File: src/rtl/fp_to_decimal_core_if.sv
// -----------------------------------------------------------------------------
// fp_to_decimal_core_if
//   Bundles the request and result fields of the float-to-decimal conversion
//   core.
//   master : the producer of IEEE-754 words and the consumer of the results
//   slave  : the conversion core itself
//   Signals
//     in_valid, fp_in              request (fp_in is sampled while in_valid=1)
//     out_valid                    result fields are valid this cycle
//     sign_char, exp_sign_char     ASCII '+'/'-' for the value and exponent
//     shift_amt                    |exp - 127|
//     int_part, frac_bits          integer part and binary fraction of |value|
//     frac_dec                     decimal fraction, 0..999999
//     ovf, special                 integer overflow / zero-denormal-inf-NaN
// -----------------------------------------------------------------------------
interface fp_to_decimal_core_if;
  logic        in_valid;
  logic [31:0] fp_in;
  logic        out_valid;
  logic [7:0]  sign_char;
  logic [7:0]  exp_sign_char;
  logic [7:0]  shift_amt;
  logic [23:0] int_part;
  logic [22:0] frac_bits;
  logic [22:0] frac_dec;
  logic        ovf;
  logic        special;

  modport master (
    output in_valid, fp_in,
    input  out_valid, sign_char, exp_sign_char, shift_amt,
           int_part, frac_bits, frac_dec, ovf, special
  );

  modport slave (
    input  in_valid, fp_in,
    output out_valid, sign_char, exp_sign_char, shift_amt,
           int_part, frac_bits, frac_dec, ovf, special
  );
endinterface

File: src/rtl/fp_to_decimal_core.sv
// -----------------------------------------------------------------------------
// fp_to_decimal_core
//   Splits an IEEE-754 single-precision word into the fields used by the
//   decimal formatter: sign character, exponent sign and magnitude, 24-bit
//   integer part, 23-bit binary fraction and a FRAC_DIGITS-digit decimal
//   fraction. Two register stages: stage 1 aligns the mantissa, stage 2
//   scales the binary fraction to decimal. One conversion per cycle, no
//   back-pressure; result fields hold their last value while out_valid=0.
//   Ports
//     clk    : rising-edge clock
//     rst_n  : asynchronous active-low reset, clears all state
//     bus    : fp_to_decimal_core_if.slave (request and result fields)
//   Parameters
//     FRAC_DIGITS : decimal fraction digits, frac_dec = floor(frac * 10^N);
//                   at most 6 so the result fits the 23-bit field.
// -----------------------------------------------------------------------------
module fp_to_decimal_core #(
  parameter int FRAC_DIGITS = 6
) (
  input  logic                 clk,
  input  logic                 rst_n,
  fp_to_decimal_core_if.slave  bus
);

  localparam logic [7:0]  CHAR_PLUS  = 8'h2B;
  localparam logic [7:0]  CHAR_MINUS = 8'h2D;
  localparam logic [63:0] POW10      = 64'(10 ** FRAC_DIGITS);

  // ---------------------------------------------------------------------------
  // Stage 1: exponent decode and mantissa alignment
  // ---------------------------------------------------------------------------
  logic [7:0]  exp_f;
  logic [23:0] mant_full;
  logic        e_nonneg;
  logic        is_special;
  logic        too_big;

  logic [7:0]  s1_sign_d,  s1_esign_d, s1_shift_d;
  logic [23:0] s1_int_d;
  logic [22:0] s1_frac_d;
  logic        s1_ovf_d;

  assign exp_f      = bus.fp_in[30:23];
  assign mant_full  = {1'b1, bus.fp_in[22:0]};
  assign e_nonneg   = (exp_f >= 8'd127);
  assign is_special = (exp_f == 8'd0) || (exp_f == 8'hFF);

  assign s1_sign_d  = bus.fp_in[31] ? CHAR_MINUS : CHAR_PLUS;
  assign s1_esign_d = e_nonneg ? CHAR_PLUS : CHAR_MINUS;
  assign s1_shift_d = e_nonneg ? (exp_f - 8'd127) : (8'd127 - exp_f);
  assign too_big    = e_nonneg && (s1_shift_d > 8'd23);

  // NOTE: every output of a combinational block gets a default first so no
  // path leaves it unassigned; otherwise synthesis infers a latch.
  always_comb begin
    s1_int_d  = '0;
    s1_frac_d = '0;
    s1_ovf_d  = 1'b0;
    // Specials (zero, denormal, inf, NaN) report zero magnitude and no ovf.
    if (!is_special) begin
      if (too_big) begin
        s1_ovf_d = 1'b1;
        s1_int_d = '1;
      end else if (e_nonneg) begin
        // 1.m placed at bit 23 of a 47-bit word, shifted left by E:
        // integer part lands in [46:23], fraction in [22:0].
        s1_int_d  = 24'((47'(mant_full) << s1_shift_d) >> 23);
        s1_frac_d = 23'(47'(mant_full) << s1_shift_d);
      end else if (s1_shift_d < 8'd24) begin
        // Value below one: the leading 1 moves right of the binary point;
        // bits shifted past 2^-23 are truncated.
        s1_frac_d = 23'(({mant_full, 23'b0} >> s1_shift_d) >> 23);
      end
    end
  end

  logic        s1_valid_q;
  logic [7:0]  s1_sign_q, s1_esign_q, s1_shift_q;
  logic [23:0] s1_int_q;
  logic [22:0] s1_frac_q;
  logic        s1_ovf_q, s1_special_q;

  // NOTE: clocked state is written with non-blocking assignments so every
  // register samples the pre-edge value of the others.
  always_ff @(posedge clk or negedge rst_n) begin
    if (!rst_n) begin
      s1_valid_q   <= 1'b0;
      s1_sign_q    <= '0;
      s1_esign_q   <= '0;
      s1_shift_q   <= '0;
      s1_int_q     <= '0;
      s1_frac_q    <= '0;
      s1_ovf_q     <= 1'b0;
      s1_special_q <= 1'b0;
    end else begin
      s1_valid_q <= bus.in_valid;
      if (bus.in_valid) begin
        s1_sign_q    <= s1_sign_d;
        s1_esign_q   <= s1_esign_d;
        s1_shift_q   <= s1_shift_d;
        s1_int_q     <= s1_int_d;
        s1_frac_q    <= s1_frac_d;
        s1_ovf_q     <= s1_ovf_d;
        s1_special_q <= is_special;
      end
    end
  end

  // ---------------------------------------------------------------------------
  // Stage 2: binary fraction to decimal, floor(frac_bits * 10^N / 2^23).
  // The 43-bit product is formed at 64 bits; the quotient is always < 10^N.
  // ---------------------------------------------------------------------------
  logic [22:0] frac_dec_d;
  assign frac_dec_d = 23'((64'(s1_frac_q) * POW10) >> 23);

  logic        out_valid_q;
  logic [7:0]  sign_q, esign_q, shift_q;
  logic [23:0] int_q;
  logic [22:0] frac_q, frac_dec_q;
  logic        ovf_q, special_q;

  always_ff @(posedge clk or negedge rst_n) begin
    if (!rst_n) begin
      out_valid_q <= 1'b0;
      sign_q      <= '0;
      esign_q     <= '0;
      shift_q     <= '0;
      int_q       <= '0;
      frac_q      <= '0;
      frac_dec_q  <= '0;
      ovf_q       <= 1'b0;
      special_q   <= 1'b0;
    end else begin
      out_valid_q <= s1_valid_q;
      if (s1_valid_q) begin
        sign_q     <= s1_sign_q;
        esign_q    <= s1_esign_q;
        shift_q    <= s1_shift_q;
        int_q      <= s1_int_q;
        frac_q     <= s1_frac_q;
        frac_dec_q <= frac_dec_d;
        ovf_q      <= s1_ovf_q;
        special_q  <= s1_special_q;
      end
    end
  end

  assign bus.out_valid     = out_valid_q;
  assign bus.sign_char     = sign_q;
  assign bus.exp_sign_char = esign_q;
  assign bus.shift_amt     = shift_q;
  assign bus.int_part      = int_q;
  assign bus.frac_bits     = frac_q;
  assign bus.frac_dec      = frac_dec_q;
  assign bus.ovf           = ovf_q;
  assign bus.special       = special_q;

endmodule

File: src/flat_wrapper.sv
// flat-port wrapper written by rule: the top's interface ports become plain ports
module fp_to_decimal_core_flat 
#(
  parameter int FRAC_DIGITS = 6
)
  (clk, rst_n, bus_in_valid, bus_fp_in, bus_out_valid, bus_sign_char, bus_exp_sign_char, bus_shift_amt, bus_int_part, bus_frac_bits, bus_frac_dec, bus_ovf, bus_special);
  fp_to_decimal_core_if bus_i ();
  input  logic clk;
  input  logic rst_n;
  input wire logic [$bits(bus_i.in_valid)-1:0] bus_in_valid;
  input wire logic [$bits(bus_i.fp_in)-1:0] bus_fp_in;
  output wire logic [$bits(bus_i.out_valid)-1:0] bus_out_valid;
  output wire logic [$bits(bus_i.sign_char)-1:0] bus_sign_char;
  output wire logic [$bits(bus_i.exp_sign_char)-1:0] bus_exp_sign_char;
  output wire logic [$bits(bus_i.shift_amt)-1:0] bus_shift_amt;
  output wire logic [$bits(bus_i.int_part)-1:0] bus_int_part;
  output wire logic [$bits(bus_i.frac_bits)-1:0] bus_frac_bits;
  output wire logic [$bits(bus_i.frac_dec)-1:0] bus_frac_dec;
  output wire logic [$bits(bus_i.ovf)-1:0] bus_ovf;
  output wire logic [$bits(bus_i.special)-1:0] bus_special;
  assign bus_i.in_valid = bus_in_valid;
  assign bus_i.fp_in = bus_fp_in;
  assign bus_out_valid = bus_i.out_valid;
  assign bus_sign_char = bus_i.sign_char;
  assign bus_exp_sign_char = bus_i.exp_sign_char;
  assign bus_shift_amt = bus_i.shift_amt;
  assign bus_int_part = bus_i.int_part;
  assign bus_frac_bits = bus_i.frac_bits;
  assign bus_frac_dec = bus_i.frac_dec;
  assign bus_ovf = bus_i.ovf;
  assign bus_special = bus_i.special;
  fp_to_decimal_core #(.FRAC_DIGITS(FRAC_DIGITS)) u_core (.clk(clk), .rst_n(rst_n), .bus(bus_i));
endmodule
File: config.mk
export PLATFORM = sky130hd
export DESIGN_NAME = fp_to_decimal_core_flat
export DESIGN_NICKNAME = d
export VERILOG_FILES = /design/src/rtl/fp_to_decimal_core_if.sv /design/src/rtl/fp_to_decimal_core.sv /design/src/flat_wrapper.sv
export SDC_FILE = /design/constraint.sdc
export NUM_CORES = 1
export LEC_CHECK = 0
export BUFFER_PORTS_ARGS = -buffer_cell sky130_fd_sc_hd__clkbuf_2
export CORE_UTILIZATION = 45
export CTS_CLUSTER_DIAMETER = 120
export DETAILED_ROUTE_END_ITERATION = 6
export GPL_TIMING_DRIVEN = 0
export MAX_ROUTING_LAYER = met4
export SYNTH_ARGS = -nofsm -noshare
export SYNTH_HDL_FRONTEND = slang
export SYNTH_SLANG_ARGS = --single-unit
File: constraint.sdc
create_clock -name clk -period 6.85 [get_ports clk]
set_input_delay 1.37 -clock clk [delete_from_list [all_inputs] [get_ports clk]]
set_output_delay 1.37 -clock clk [all_outputs]
set_load 0.1 [all_outputs]
==> flow_metrics.py <==
metrics = {
    "logic_synthesis": {
        "synth.top_cell.area_share_pct": 27.2,
        "synthArstFlopShare_pct": 100,
        "syn_avg_cell_area_sq_um": 10.6,
        "synth_common_cells": "165 x inv_1, 146 x dfrtp_1, 126 x ha_1",
        "synthFlopType": "dfrtp_1",
        "post-synth-top-count-cell": "inv_1",
        "yosysSeqAreaShare_pct": 27.2,
        "ys_ff_latch": 146,
        "synth_edf_count": 0,
        "synth_top_family_by_area": "adder cells",
        "ys_warn_count": 0,
        "synth_simple_gate_area_share_pct": 8.07,
        "synthDistinctLibCells": 82,
        "synthMuxAreaShare_pct": 16.6,
        "synth_cells": 1271,
        "synth_top_area_cell": "dfrtp_1",
        "synthAdderAreaFrac_pct": 25.0,
        "synth-xor-area-share_pct": 1.49,
        "synth_area_sq_um": 13400,
        "synth_compound_area_share_pct": 13.9,
        "synth.area.top_cells": "dfrtp_1 27%, fa_1 13%, ha_1 12%, mux2_2 7.4%, mux4_2 6.9%",
    },
    "global_route": {
        "top_usage_layer": "met2",
        "antenna_found_initial": 0,
        "use_met2_pct": 44.1,
        "track_usage_pct": 27.2,
        "grt_max_degree": 102,
        "use_met3_pct": 2.81,
        "grt_pass1_wl_um": 61400,
        "use_met1_pct": 35.4,
        "overflow": 0,
        "grt_pass1_vias": 10300,
    },
    "placement": {
        "hpwl_um": 31300,
        "io_buffers": 120,
        "place_congestion": 1.00,
    },
    "route": {
        "wl_per_cell_um": 21.6,
        "dr.pass1.iters": 7,
        "viasPerCell": 5.82,
        "drtIter0Drc": 805,
        "vias": 10600,
        "drt.antenna.violating_nets": 0,
        "drt_wl_total_um": 39300,
        "drc": 0,
    },
    "clock_network": {
        "cts_buffer_depth": 2,
        "ctsHtreeMaxLevel": 4,
        "clock_latency_ps": 430,
        "hold_buffers": 0,
        "cts_tree": "done",
        "root_buffer": "clkbuf_16",
        "cts_made_buffers": 17,
        "cts_sinks": 146,
        "clk_pin_slew_ps": 70,
        "cts_setup_buffers": 0,
        "cts_resized": 0,
    },
    "finish": {
        "insertedDiodeCount": 0,
        "nets": 1669,
        "area_delta_synth_final_pct": 13.1,
        "drive_gt1_share_pct": 24.2,
    },
    "critical_path": {
        "r2r.worst_path.cells": 19,
        "worstSetupPathType": "reg -> reg",
        "rrSetupSlack_ps": 800,
        "crit_path_end_kind": "flip-flop",
        "cp-start-kind": "flip-flop",
        "cp_max_fo": 7,
        "cp.arrival_ps": 6370,
        "cp.required_ps": 7170,
        "r2r-start": "u_core.s1_frac_q[3]",
        "r2r_end": "u_core.bus.frac_dec[16]",
    },
    "worst_hold_path": {
        "min_from": "u_core.s1_valid_q",
        "hp-class": "reg -> reg",
        "worst_hold_path.endpoint": "u_core.bus.out_valid",
        "holdPathStages": 0,
    },
    "floorplan": {
        "dieHeight_um": 175,
        "die_x_um": 175,
        "pin_count": 132,
        "die-area_sq_um": 30500,
        "core_sq_um": 29000,
        "rows": 62,
        "start_util_pct": 46.3,
    },
    "outcome": {
        "outcome": "complete, no violations",
    },
    "timing": {
        "max_freq_mhz": 165,
        "rsz0062_at_grt": "no",
        "slew_violations": 0,
        "finalSetupTns_ps": 0,
        "post-route-period-util_pct": 88.4,
        "worstMarginPinSlew_ps": 1410,
        "hold_violations": 0,
        "final.min_clock_period_ps": 6050,
        "relSlewSlack_pct": 5.36,
        "skew_ps": 11.1,
        "setup_viol": 0,
    },
    "flow_run": {
        "maxCapViolCount": 0,
    },
    "pwr": {
        "p_per_area_nw_per_um2": 239,
        "p_leak_nw": 7.73,
        "p_total_w": 0.00364,
        "peakVddDrop_mv": 0.173,
    },
}
[worst max-delay path by stage]
stage	depth (start not counted)	to	startpoint	slack, ps
after global routing	19	u_core.bus.frac_dec[16]	u_core.s1_frac_q[3]	370
after global placement	19	u_core.bus.frac_dec[16]	u_core.s1_frac_q[3]	910
after detailed placement	19	u_core.bus.frac_dec[16]	u_core.s1_frac_q[3]	850
final	19	u_core.bus.frac_dec[16]	u_core.s1_frac_q[3]	800
after CTS	19	u_core.bus.frac_dec[16]	u_core.s1_frac_q[3]	840
after floorplan	19	u_core.bus.frac_dec[17]	u_core.s1_frac_q[3]	1630
[cells in the final DEF (no fill, tap or decap), types with 9 or more instances in the layout]
cell | netlist | final
a211oi_1 | 11 | 11
inv_1 | 165 | 165
o31ai_1 | 9 | 9
xnor2_1 | 11 | 11
clkbuf_16 | 0 | 17
conb_1 | 1 | 9
o221ai_1 | 11 | 11
buf_2 | 20 | 20
nor2_1 | 58 | 58
nand2_1 | 60 | 60
a31oi_1 | 12 | 12
xor2_1 | 10 | 10
a21oi_1 | 53 | 53
o211ai_1 | 10 | 10
mux2_2 | 88 | 88
nor3_1 | 21 | 21
buf_4 | 19 | 19
mux4_2 | 41 | 41
a21o_1 | 17 | 17
nand4_1 | 12 | 12
ha_1 | 126 | 126
clkbuf_1 | 27 | 27
a22oi_1 | 13 | 13
nand3_1 | 29 | 29
clkbuf_2 | 0 | 119
dfrtp_1 | 146 | 146
mux2i_1 | 27 | 27
fa_1 | 89 | 89
o21ai_0 | 45 | 45
o21a_1 | 9 | 9
[where the power goes]
part | leakage [nW] | switching (W) | internal, W
clock network | 0.297 | 0.000434 | 0.000527
registers | 1.87 | 0.0000859 | 0.000975
logic | 5.56 | 0.00119 | 0.000424
[through the flow]
stage                     instances  setup slack, ps  utilization (%)  hold slack (ps)  area (sq um)
after global placement         1783              908             50.1              383         14500
final                          1816              796             52.4              411         15200
after detailed placement       1784              855             50.3              389         14600
after floorplan                1279             1630                -              352         13500
after CTS                      1816              843             52.4              413         15200
after global routing           1816              374             52.4              430         15200
[critical path, stage by stage (launching register included)]
cell and delay, ps:
dfrtp_1 580, inv_1 190, fa_1 560, inv_1 40
fa_1 470, fa_1 510, fa_1 410, ha_1 290
inv_1 40, fa_1 470, inv_1 40, ha_1 330
nand4_1 100, a21oi_1 130, o21ai_0 270, o2111ai_1 520
nand3_1 200, o21ai_0 400, xor2_1 120, mux2_2 280
[sequential cells by signal, summed over array words and instances (netlist names), 2 cells and up]
| signal | cells |
|---|---|
| u_core.bus.exp_sign_char | 2 |
| u_core.bus.frac_bits | 23 |
| u_core.bus.frac_dec | 20 |
| u_core.s1_shift_q | 8 |
| u_core.bus.shift_amt | 8 |
| u_core.bus.sign_char | 3 |
| u_core.bus.int_part | 24 |
| u_core.s1_esign_q | 3 |
| u_core.s1_frac_q | 23 |
| u_core.s1_sign_q | 2 |
| u_core.s1_int_q | 24 |
[area by class of cell]
class / instances / area (sq um)
tap: 384 / 480
sequential: 146 / 3650
fill: 2699 / 13800
multi-input combinational: 894 / 8770
clock buffer: 17 / 425
clock inverter: 15 / 181
timing repair buffer: 121 / 637
buffer: 73 / 415
inverter: 166 / 623
[routing by layer]
layer  routed length, um  vias to the layer above
met2               19100                      393
met1               17000                     5233
met4                1250                        0
met5                   0                        -
met3                1930                       79
li1                    -                     4860
[kinds of logic (layout without fill, tap and decap cells)]
group           after synthesis  count (layout)
mux                         158             158
fa+ha+maj                   215             215
xor+xnor                     22              22
compound gates              267             267
buf+inv                     239             392
simple gates                223             223
other cells                   1               9
flops                       146             146
(Power assumes the default switching activity.)
